File: src/rtl/rc4_key_search_ctrl.sv
// Brute-force RC4 key search sequencer: launches one datapath run per candidate key,
// then scans decrypted D memory for lowercase/space plaintext.
module rc4_key_search_ctrl #(
    parameter int KEY_WIDTH = 10,
    parameter int KEY_LO    = 0,
    parameter int KEY_HI    = 2**KEY_WIDTH - 1,
    parameter int MSG_LEN   = 32
) (
    input  logic                 clk,
    input  logic                 reset_n,
    input  logic                 search_start,
    input  logic                 abort,
    output logic                 dp_start,
    output logic [KEY_WIDTH-1:0] dp_key,
    input  logic                 dp_done,
    output logic                 dp_done_ack,
    output logic [4:0]           d_rd_addr,
    input  logic [7:0]           d_rd_data,
    output logic                 busy,
    output logic                 found,
    output logic                 exhausted,
    output logic [KEY_WIDTH-1:0] found_key
);

    // state       | meaning
    // S_IDLE      | waiting for search_start
    // S_LAUNCH    | dp_start pulse cycle
    // S_WAIT_DP   | datapath running, waiting for dp_done
    // S_CHECK     | scanning D memory, one byte per cycle
    // S_NEXT_KEY  | advance key or declare exhaustion
    // S_ABORT_DRAIN | aborted, waiting for in-flight run to finish
    // S_FOUND     | valid key held in found_key
    // S_EXHAUSTED | KEY_HI rejected

    localparam int IDX_W = (MSG_LEN > 1) ? $clog2(MSG_LEN) : 1;
    localparam logic [KEY_WIDTH-1:0] KEY_LO_V  = KEY_WIDTH'(KEY_LO);
    localparam logic [KEY_WIDTH-1:0] KEY_HI_V  = KEY_WIDTH'(KEY_HI);
    localparam logic [IDX_W-1:0]     LAST_IDX  = IDX_W'(MSG_LEN - 1);
    localparam logic [4:0]           LAST_ADDR = 5'(MSG_LEN - 1);

    typedef enum logic [2:0] {
        S_IDLE, S_LAUNCH, S_WAIT_DP, S_CHECK,
        S_NEXT_KEY, S_ABORT_DRAIN, S_FOUND, S_EXHAUSTED
    } state_t;

    state_t           state;
    logic [IDX_W-1:0] chk_idx;
    logic             chk_armed;
    logic             byte_ok;

    assign byte_ok = ((d_rd_data >= 8'h61) && (d_rd_data <= 8'h7A)) || (d_rd_data == 8'h20);

    always_ff @(posedge clk or negedge reset_n) begin
        if (!reset_n) begin
            state       <= S_IDLE;
            dp_start    <= 1'b0;
            dp_key      <= KEY_LO_V;
            dp_done_ack <= 1'b0;
            d_rd_addr   <= 5'd0;
            busy        <= 1'b0;
            found       <= 1'b0;
            exhausted   <= 1'b0;
            found_key   <= '0;
            chk_idx     <= '0;
            chk_armed   <= 1'b0;
        end else begin
            dp_start    <= 1'b0;
            dp_done_ack <= 1'b0;
            case (state)
                S_IDLE, S_FOUND, S_EXHAUSTED: begin
                    if (!abort && search_start) begin
                        found     <= 1'b0;
                        exhausted <= 1'b0;
                        dp_key    <= KEY_LO_V;
                        dp_start  <= 1'b1;
                        busy      <= 1'b1;
                        state     <= S_LAUNCH;
                    end
                end
                // An abort here still has a run in flight, so it must be drained.
                S_LAUNCH: state <= abort ? S_ABORT_DRAIN : S_WAIT_DP;
                S_WAIT_DP: begin
                    if (abort) begin
                        state <= S_ABORT_DRAIN;
                    end else if (dp_done) begin
                        dp_done_ack <= 1'b1;
                        d_rd_addr   <= 5'd0;
                        chk_idx     <= '0;
                        chk_armed   <= 1'b0;
                        state       <= S_CHECK;
                    end
                end
                S_CHECK: begin
                    if (abort) begin
                        busy  <= 1'b0;
                        state <= S_IDLE;
                    end else begin
                        if (d_rd_addr < LAST_ADDR)
                            d_rd_addr <= d_rd_addr + 5'd1;
                        chk_armed <= 1'b1;
                        // Read data lags the address by one cycle; the entry cycle has nothing to compare.
                        if (chk_armed) begin
                            if (!byte_ok) begin
                                state <= S_NEXT_KEY;
                            end else if (chk_idx == LAST_IDX) begin
                                found     <= 1'b1;
                                found_key <= dp_key;
                                busy      <= 1'b0;
                                state     <= S_FOUND;
                            end else begin
                                chk_idx <= chk_idx + IDX_W'(1);
                            end
                        end
                    end
                end
                S_NEXT_KEY: begin
                    if (abort) begin
                        busy  <= 1'b0;
                        state <= S_IDLE;
                    end else if (dp_key == KEY_HI_V) begin
                        exhausted <= 1'b1;
                        busy      <= 1'b0;
                        state     <= S_EXHAUSTED;
                    end else begin
                        dp_key   <= dp_key + KEY_WIDTH'(1);
                        dp_start <= 1'b1;
                        state    <= S_LAUNCH;
                    end
                end
                S_ABORT_DRAIN: begin
                    if (dp_done) begin
                        dp_done_ack <= 1'b1;
                        busy        <= 1'b0;
                        state       <= S_IDLE;
                    end
                end
                default: begin
                    busy  <= 1'b0;
                    state <= S_IDLE;
                end
            endcase
        end
    end

endmodule

File: config.mk
export PLATFORM = sky130hd
export DESIGN_NAME = rc4_key_search_ctrl
export DESIGN_NICKNAME = d
export VERILOG_FILES = /design/src/rtl/rc4_key_search_ctrl.sv
export SDC_FILE = /design/constraint.sdc
export NUM_CORES = 1
export LEC_CHECK = 0
export CAP_MARGIN = 20
export CORE_AREA = 4 4 79 81
export DETAILED_ROUTE_END_ITERATION = 6
export DIE_AREA = 0 0 83 85
export PLACE_DENSITY = 0.75
export SYNTH_ARGS = -nofsm -noshare
export SYNTH_HDL_FRONTEND = slang
export SYNTH_SLANG_ARGS = --single-unit
export TNS_END_PERCENT = 10
File: constraint.sdc
create_clock -name clk -period 1.9 [get_ports clk]
set_input_delay 0.38 -clock clk [delete_from_list [all_inputs] [get_ports clk]]
set_output_delay 0.38 -clock clk [all_outputs]
set_load 0.02 [all_outputs]
# Yosys cells after proc, flatten, opt, wreduce, memory -nomap -nowiden
# Index checks and enable logic that the tools add are counted.
# classes
muxes	54
order_cmp	3
eq_ne	29
bitwise	1
addsub	3
reduce_logical	19
# op_table
op	count
5-bit two-way mux	8
3-bit two-way mux	11
10-bit two-way mux	3
2-bit != test (second input constant)	13
1-bit two-way mux	22
10-bit one-hot mux with 2 select lines	1
5-bit one-hot mux with 2 select lines	2
3-bit one-hot mux with 6 select lines	1
3-bit != test (second input constant)	5
5-bit AND reduction	3
7-bit AND reduction	2
3-bit == test (second input constant)	4
4-bit AND reduction	3
10-bit by 1-bit adder with 10-bit output (second input constant)	1
5-bit by 1-bit adder with 5-bit output (second input constant)	2
10-bit == test (second input constant)	1
1-bit one-hot mux with 2 select lines	5
8-bit by 6-bit == test with 1-bit output (second input constant)	1
8-bit by 7-bit >= comparator with 1-bit output (second input constant)	1
8-bit by 7-bit less-or-equal comparator with 1-bit output (second input constant)	1
3-bit by 2-bit == test with 1-bit output (second input constant)	2
6-bit AND reduction	1
2-bit nonzero test	3
5-bit == test (second input constant)	1
11 further kinds	12
# totals
output_inout_bits	30
word_cells	120
input_bits	13
ff_bits	39

# Longest topological paths before layout
# Gate-level depths: netlist (run 1).
# logic_depth
word_depth	7
ltp_mapped	8
mapped_depth_nobuf	8

# Worst setup path after synthesis (run 1)
# OpenSTA, ideal clock, no wires.
# synth_timing
path_kind	reg2reg
start	register dp_key[0]
end	register busy
t_required_ns	1.769
path_stages_with_launch	7
setup_time_ns	0.131
path_slack_ns	-0.055
synth_period_minus_slack_ns	1.955
path_buffers	1
arrival_ns	1.825
cell_sequence	dfrtp_1 ha_1 nand4_1 o31ai_1 buf_2 o21ai_0 o2bb2ai_1
# synth_between
elab_chain_len	3
# synth_lines
item	line_no	rtl
start, declared	14	output logic [KEY_WIDTH-1:0] dp_key,
start signal, assigned	125	dp_key <= dp_key + KEY_WIDTH'(1);
10-bit == test	120	end else if (dp_key == KEY_HI_V) begin
3-bit != test (no source line)	-	
7-bit AND reduction (no source line)	-	
end signal, assigned	118	busy <= 1'b0;
end signal, assigned	122	busy <= 1'b0;
end signal, assigned	133	busy <= 1'b0;
end, declared	19	output logic busy,
# No other way between the ends.
# A chain may end at the register's enable or synchronous reset.

# Final worst setup path (run 1)
# layout_timing
start	input d_rd_data[2]
end	register found_key[2]
# layout_between
elab_chain_len	4
elab_cells_between_ends	6
cone_classes	order compare (2); eq/ne (1); reduce/logical (3)
# layout_lines
item	line_no	rtl
start, declared	18	input logic [7:0] d_rd_data,
8-bit by 7-bit >= comparator with 1-bit output or 8-bit by 7-bit less-or-equal comparator with 1-bit output (tied branches)	51	assign byte_ok = ((d_rd_data >= 8'h61) && (d_rd_data <= 8'h7A)) || (d_rd_data == 8'h20);
1-bit logical AND	51	
1-bit logical OR (*)	51	
5-bit AND reduction (no source line) (*)	-	
end signal, assigned	107	found_key <= dp_key;
end, declared	22	output logic [KEY_WIDTH-1:0] found_key
# Mark *: on every way between the ends. The rest lies on a longest branch, timed or not.

==> impl_results.rst, run 1 <==
.. list-table::
   :header-rows: 1

   * - Metric
     - Value
   * - Result of the run
     - complete, but fails checks
   * - Failing checks
     - negative setup slack
   * - Number of cells on the critical path
     - 8
   * - Syn nets
     - 244
   * - Peak supply drop
     - 0.000392 V
   * - Placed Cells
     - 371
   * - Synth area leader
     - dfrtp_1
   * - First-pass iteration count of the detailed router
     - 4
   * - Crit start category
     - input port
   * - Number of global-route vias before repair
     - 1,969
   * - Placeable core area
     - 0.00547 mm2
   * - Total half-perimeter wirelength after legalization and detailed placement
     - 4040 um
   * - First-iteration detailed-routing DRC count
     - 112
   * - Max-Slew Margin vs Limit
     - 67.6%
   * - Critical path required time
     - 2.08 ns
   * - Initial core utilization
     - 39.5%
   * - Unique masters post-synth
     - 44
   * - Vias post-DR
     - 1,999
   * - Number of violations of the max-capacitance limit
     - 0
   * - Biggest cell delay along the critical path
     - 0.39 ns
   * - Cts-stage hold buffer count
     - 0
   * - DRC
     - 0
   * - Worst path most repeated cell
     - nor3_4
   * - Post-synth ARST share
     - 100%
   * - Routability congestion estimate
     - 0.832
   * - Total Routed Length
     - 5340 um
   * - EDFF count, synth
     - 0
   * - Crit path buffers/inverters
     - 3
   * - Slew Viols, Final
     - 0
   * - Congestion Overflow GR
     - 0
   * - RSZ-0062 raised after global routing
     - yes
   * - TritonCTS clock tree
     - done
   * - Overall track demand over capacity in global routing
     - 15.7%
   * - Net count reported at finish
     - 329
   * - Layout area overhead
     - 48.5%
   * - Min Hold Slack
     - 0.0167 ns
   * - Diode insertion count for antenna repair
     - 0
   * - Largest cells by area after synthesis
     - dfrtp_1 45%, mux2_2 5.2%, nor2_1 4.3%
   * - Type of the most critical hold path
     - input port to asynchronous set/reset pin
   * - Number of antenna violations at the first check in global routing
     - 0
   * - Max Root-Sink Buffers
     - 2
   * - Tightest Pin Transition
     - 0.482 ns
   * - Clock tree root buffer cell
     - clkbuf_8
   * - Number of top-level design ports
     - 43
   * - Highest fanout seen on the critical path
     - 5
   * - Reg2Reg Launch Point
     - chk_idx[0]
   * - Overall power consumption
     - 0.00282 W
   * - Dominant cell by count in the synthesized netlist
     - dfrtp_1
   * - Die footprint
     - 0.00706 mm2
   * - Number of clock buffers inserted by TritonCTS
     - 5
   * - Clock transition at the register clock pins on the worst setup and hold paths after CTS
     - 0.08 ns
   * - Number of cells in the finished layout apart from fillers
     - 384
   * - CP delay by family, top
     - simple AND/OR/NAND/NOR gates
   * - Pin count of the biggest net entering global routing
     - 21
   * - Post-DRT Antenna Nets
     - 0
   * - Yosys synthesis warning count
     - 0
   * - Yosys top cell area share
     - 45.1%
   * - Vias per inst
     - 5.21
   * - Number of H-tree levels
     - 2
   * - Depth of the most critical reg-to-reg path
     - 7
   * - CP Class
     - input port to flip-flop
   * - Placed standard-cell area
     - 0.00295 mm2
   * - Total power density per cell area
     - 879 mW/mm2
   * - Number of clock sinks
     - 39
   * - Sequential fraction of the synthesis area
     - 45.1%
   * - Die width
     - 83 um
   * - Placement Rows
     - 27
   * - Hold Vio Cnt, Final
     - 0
   * - Worst reg-to-reg setup slack
     - 0.04 ns
   * - Crit share post-route
     - 100%
   * - Vert. Die Dim
     - 85 um
   * - Proportion of layout cells with a drive suffix above 1
     - 26.9%
   * - Cell chain of the critical path
     - dlygate4sd2_1 > nor3_4 > and3_2 > or3_4 > nor3_4 > buf_6 > buf_12 > mux2_4
   * - Clock insertion delay at the later pin of the skew report
     - 0.29 ns
   * - Syn avg cell area
     - 9.57 um2
   * - Final non-filler cell area
     - 0.00321 mm2
   * - Routed WL per cell
     - 13.9 um
   * - Standard cell with the maximum stage delay on the critical path
     - or3_4
   * - Final setup skew
     - 0.00447 ns
   * - Number of synthesized register bits
     - 39
   * - Setup-violating endpoint count in the final report
     - 4
   * - Leakage power total
     - 1.40 nW
   * - End of the critical path
     - found_key[2]
   * - Post-synthesis instance area
     - 0.00216 mm2
   * - Number of buffer cells added on primary ports
     - 42
   * - Worst setup startpoint
     - d_rd_data[2]
   * - Element type at the critical path end
     - flip-flop
   * - Final critical path time including I/O delays and setup
     - 1.91 ns
   * - Capture instance of the worst register-to-register path
     - chk_idx[1]
   * - Crit path DAT
     - 2.09 ns
   * - Flip-flop cell with the highest count after synthesis
     - dfrtp_1
   * - Global-route wire length before repair
     - 9200 um
   * - Final worst setup slack
     - -0.00886 ns
   * - Highest attainable clock frequency
     - 0.524 GHz
   * - Count of mapped cells out of synthesis
     - 226
   * - List of most frequent post-synthesis cells
     - 39 x dfrtp_1, 25 x nor2_1, 12 x nand2_1, 12 x nand3_1, 12 x o21ai_0
-- through the flow --
step	setup TNS, ns	util (%)	setup WS, ns
after floorplan	-0.103	-	-0.0538
after global placement	-8.84	54.0	-0.465
after detailed placement	-9.65	54.0	-0.516
after CTS	-0.124	58.0	-0.0174
after global routing	-0.455	58.7	-0.0630
final	-0.0172	58.7	-0.00886
-- kinds of logic after synthesis --
kind of cell	synth area share, %
AND/OR/NAND/NOR	23.9
flip-flops	45.1
adder cells (fa/ha/maj)	2.89
multiplexers	7.52
buffers and inverters	3.30
AO/OA/AOI/OAI	13.2
XOR/XNOR	4.05
-- per-layer routing --
metal | track usage (%) | wire (um) | vias to the layer above
li1 | - | - | 990
met1 | 20.9 | 2460 | 952
met2 | 25.8 | 2610 | 47
met3 | 3.30 | 179 | 10
met4 | 4.90 | 95 | 0
met5 | 0 | 0 | -
-- worst min path at each step --
stage,from,end,slack (ns)
2_1_floorplan,reset_n,busy,0.08
3_3_place_gp,reset_n,found_key[5],0.34
3_5_place_dp,reset_n,found_key[6],0.34
4_1_cts,reset_n,dp_key[3],0.02
5_1_grt,reset_n,found_key[6],0.05
6_report,reset_n,found_key[5],0.02
-- state kept, by name, indices dropped and copies added, names as in the netlist --
signal / count
chk_idx: 5
chk_armed: 1
dp_done_ack: 1
state: 3
d_rd_addr: 5
found: 1
dp_start: 1
exhausted: 1
dp_key: 10
busy: 1
found_key: 10
-- cell type report --
| type | count | area, um2 |
|---|---|---|
| sequential | 39 | 976 |
| tap | 72 | 90.1 |
| clock buffer | 6 | 72.6 |
| inverter | 11 | 41.3 |
| fill | 477 | 2260 |
| multi-input combinational | 169 | 1250 |
| clock inverter | 2 | 12.5 |
| timing repair buffer | 85 | 767 |
-- cell usage in the layout, fill, tap and decap left out, types with 3 or more instances in the layout --
master / netlist / routed
dlygate4sd2_1: 0 / 4
a21oi_1: 10 / 8
nor3_4: 2 / 3
nand2b_1: 3 / 3
or3_1: 3 / 3
o31ai_1: 4 / 3
mux2i_1: 5 / 5
xnor2_1: 10 / 10
clkdlybuf4s50_1: 0 / 34
clkbuf_8: 0 / 5
nor3_1: 11 / 10
buf_4: 0 / 38
buf_6: 0 / 3
dfrtp_1: 39 / 39
ha_1: 5 / 3
nand2_1: 12 / 12
mux2_4: 0 / 10
nor2b_1: 4 / 4
a31oi_1: 5 / 5
o21ai_0: 12 / 12
o211ai_1: 3 / 3
inv_1: 11 / 11
nor2_1: 25 / 24
nand3_1: 12 / 11
nand4_1: 5 / 5
-- report_power, final --
| group | internal [W] | leakage (nW) | switching (W) |
|---|---|---|---|
| combinational | 0.000598 | 0.822 | 0.000662 |
| clock | 0.000256 | 0.0412 | 0.000288 |
| sequential | 0.000918 | 0.532 | 0.000101 |
-- repair_timing --
item | 4_1_cts | 5_1_grt
buffers inserted | 3 | 2
resized for setup | 28 | 13
gates cloned | 1 | 0
pin swaps | 2 | 8
setup endpoints to repair | 17 | 21
(Power assumes the default switching activity.)
==> inputs of run 2 (changes only) <==
==> constraint.sdc (replaced) <==
create_clock -name clk -period 1.68 [get_ports clk]
set_input_delay 0.336 -clock clk [delete_from_list [all_inputs] [get_ports clk]]
set_output_delay 0.336 -clock clk [all_outputs]
set_load 0.02 [all_outputs]
==> run 2 against run 1 <==
The run still ends with negative setup slack left. Global-route usage up 0.70 points. Clock-buffer cell count unchanged. Non-clock buffer count is 16 higher. Critical path type is now flip-flop to flip-flop. Largest cell class unchanged.
==> impl_results.rst, run 2 (synthesis results as in run 1) <==
.. list-table::
   :header-rows: 1

   * - Metric
     - Value
   * - Min Hold Slack
     - 0.0926 ns (was 0.0167 ns)
   * - Number of violations of the max-capacitance limit
     - 0 (unchanged)
   * - Type of the most critical hold path
     - input port to asynchronous set/reset pin (unchanged)
   * - Hold Vio Cnt, Final
     - 0 (unchanged)
   * - Number of clock buffers inserted by TritonCTS
     - 5 (unchanged)
   * - CP Class
     - flip-flop to flip-flop (was input port to flip-flop)
   * - Depth of the most critical reg-to-reg path
     - 7 (unchanged)
   * - Placed standard-cell area
     - 0.00310 mm2 (was 0.00295 mm2)
   * - Initial core utilization
     - 39.5% (unchanged)
   * - Layout area overhead
     - 58.0% (was 48.5%)
   * - Routability congestion estimate
     - 0.950 (was 0.832)
   * - Peak supply drop
     - 0.000528 V (was 0.000392 V)
   * - First-pass iteration count of the detailed router
     - 4 (unchanged)
   * - Result of the run
     - complete, but fails checks (unchanged)
   * - Total Routed Length
     - 5880 um (was 5340 um)
   * - Crit start category
     - flip-flop (was input port)
   * - Global-route wire length before repair
     - 9560 um (was 9200 um)
   * - Die footprint
     - 0.00706 mm2 (unchanged)
   * - Most frequent standard cell in the layout excluding fill and tap cells
     - buf_4 (was dfrtp_1)
   * - Registers with the most flip-flops
     - dp_key x10, found_key x10 (unchanged)
   * - Die width
     - 83 um (unchanged)
   * - Routed WL per cell
     - 14.7 um (was 13.9 um)
   * - Diode insertion count for antenna repair
     - 0 (unchanged)
   * - DRC
     - 0 (unchanged)
   * - Worst reg-to-reg setup slack
     - -0.20 ns (was 0.04 ns)
   * - Commonest non-fill, non-tap cells in the layout
     - 53 x buf_4, 38 x dfrtp_1, 23 x nor2_1 (was 39 x dfrtp_1, 38 x buf_4, 34 x clkdlybuf4s50_1)
   * - Final setup skew
     - 0.00482 ns (was 0.00447 ns)
   * - Highest attainable clock frequency
     - 0.533 GHz
   * - Placement Rows
     - 27 (unchanged)
   * - Post-route core utilization
     - 62.5% (was 58.7%)
   * - Slew Viols, Final
     - 0 (unchanged)
   * - Total power density per cell area
     - 979 mW/mm2 (was 879 mW/mm2)
   * - Tightest Pin Transition
     - 0.507 ns (was 0.482 ns)
   * - Final critical path time including I/O delays and setup
     - 1.88 ns
   * - Total half-perimeter wirelength after legalization and detailed placement
     - 4000 um (was 4040 um)
   * - Number of antenna violations at the first check in global routing
     - 0 (unchanged)
   * - Proportion of layout cells with a drive suffix above 1
     - 33.2% (was 26.9%)
   * - Failing checks
     - negative setup slack (unchanged)
   * - Net count reported at finish
     - 345 (was 329)
   * - Max Root-Sink Buffers
     - 2 (unchanged)
   * - Element type at the critical path end
     - flip-flop (unchanged)
   * - Post-DRT Antenna Nets
     - 0 (unchanged)
   * - Crit path DAT
     - 2.06 ns (was 2.09 ns)
   * - Clock tree root buffer cell
     - clkbuf_8 (unchanged)
   * - Placed Cells
     - 385 (was 371)
   * - Crit share post-route
     - 112%
   * - First-iteration detailed-routing DRC count
     - 145 (was 112)
   * - Capture instance of the worst register-to-register path
     - chk_idx[1] (unchanged)
   * - Leakage power total
     - 1.59 nW (was 1.40 nW)
   * - Clock transition at the register clock pins on the worst setup and hold paths after CTS
     - 0.08 ns (about the same)
   * - Clock insertion delay at the later pin of the skew report
     - 0.29 ns (about the same)
   * - Setup-violating endpoint count in the final report
     - 19 (was 4)
   * - Congestion Overflow GR
     - 0 (unchanged)
   * - Number of H-tree levels
     - 2 (unchanged)
   * - Number of filler instances in the final layout
     - 450 (was 477)
   * - Number of cells in the finished layout apart from fillers
     - 400 (was 384)
   * - Vias post-DR
     - 2,051 (was 1,999)
   * - Reg2Reg Launch Point
     - chk_idx[0] (unchanged)
   * - Number of top-level design ports
     - 43 (unchanged)
   * - Max-Slew Margin vs Limit
     - 66.2% (was 67.6%)
   * - Placeable core area
     - 0.00547 mm2 (unchanged)
   * - TritonCTS clock tree
     - done (unchanged)
   * - Vert. Die Dim
     - 85 um (unchanged)
   * - RSZ-0062 raised after global routing
     - yes (unchanged)
   * - Final worst setup slack
     - -0.196 ns (was -0.00886 ns)
   * - Critical path required time
     - 1.86 ns (was 2.08 ns)
   * - Number of global-route vias before repair
     - 2,048 (was 1,969)
   * - Overall track demand over capacity in global routing
     - 16.4% (was 15.7%)
   * - Number of clock sinks
     - 39 (unchanged)
   * - Highest fanout seen on the critical path
     - 5 (unchanged)
   * - Final non-filler cell area
     - 0.00342 mm2 (was 0.00321 mm2)
   * - Worst setup startpoint
     - chk_idx[0] (was d_rd_data[2])
   * - End of the critical path
     - chk_idx[1] (was found_key[2])
   * - Number of buffer cells added on primary ports
     - 42 (unchanged)
   * - Vias per inst
     - 5.13 (was 5.21)
   * - Cts-stage hold buffer count
     - 0 (unchanged)
   * - Pin count of the biggest net entering global routing
     - 40 (was 21)
==> run 2: timing repair <==
| action | 4_1_cts | 5_1_grt |
|---|---|---|
| gates cloned | 1 | 0 |
| gates resized for setup | 45 | 11 |
| setup endpoints to repair | 40 | 36 |
| pin swaps | 10 | 6 |
| buffers inserted | 5 | 1 |
==> run 2: report_power, final <==
group	total, W	switching, W	internal (W)
Sequential	0.00115	0.000104	0.00104
Combinational	0.00158	0.000830	0.000746
Clock	0.000627	0.000337	0.000290
==> run 2: how the worst min path moves through the flow <==
stage | slack, ns | start | end
finish | 0.09 | reset_n | d_rd_addr[3]
global route | 0.14 | reset_n | chk_idx[2]
CTS | 0.11 | reset_n | found_key[9]
detailed placement | 0.43 | reset_n | chk_idx[2]
global placement | 0.43 | reset_n | chk_idx[2]
floorplan | 0.04 | reset_n | busy
==> run 2: layer usage <==
metal / GRT usage [%] / up-vias / wire length [um]
met3: 2.52 / 7 / 188
met5: 0 / - / 0
met2: 27.6 / 41 / 2960
met4: 6.54 / 0 / 75
met1: 21.3 / 985 / 2660
li1: - / 1018 / -
==> run 2: area by class of cell <==
class,instances,area [um2],area share [%]
clock buffer,6,72.6,2.12
timing repair buffer,101,901,26.4
inverter,11,41.3,1.21
sequential,39,977,28.6
tap,72,90.1,2.64
clock inverter,2,12.5,0.366
multi-input combinational,169,1320,38.7
==> run 2: per-stage QoR <==
step	total power (W)	TNS, ns	setup slack, ns
after floorplan	0.00193	-2.75	-0.195
after global placement	0.00256	-15.78	-0.660
after detailed placement	0.00259	-16.34	-0.692
after CTS	0.00329	-2.41	-0.175
after global routing	0.00357	-4.69	-0.299
final	0.00335	-2.81	-0.196
==> run 2: worst max-delay path, cell delays in order (launching register included) <==
cell      delay [ns]
dfrtp_1         0.39
ha_2            0.20
and3_4          0.16
ha_4            0.17
nand3b_1        0.18
a21bo_4         0.26
o21bai_4        0.18
a22o_1          0.23
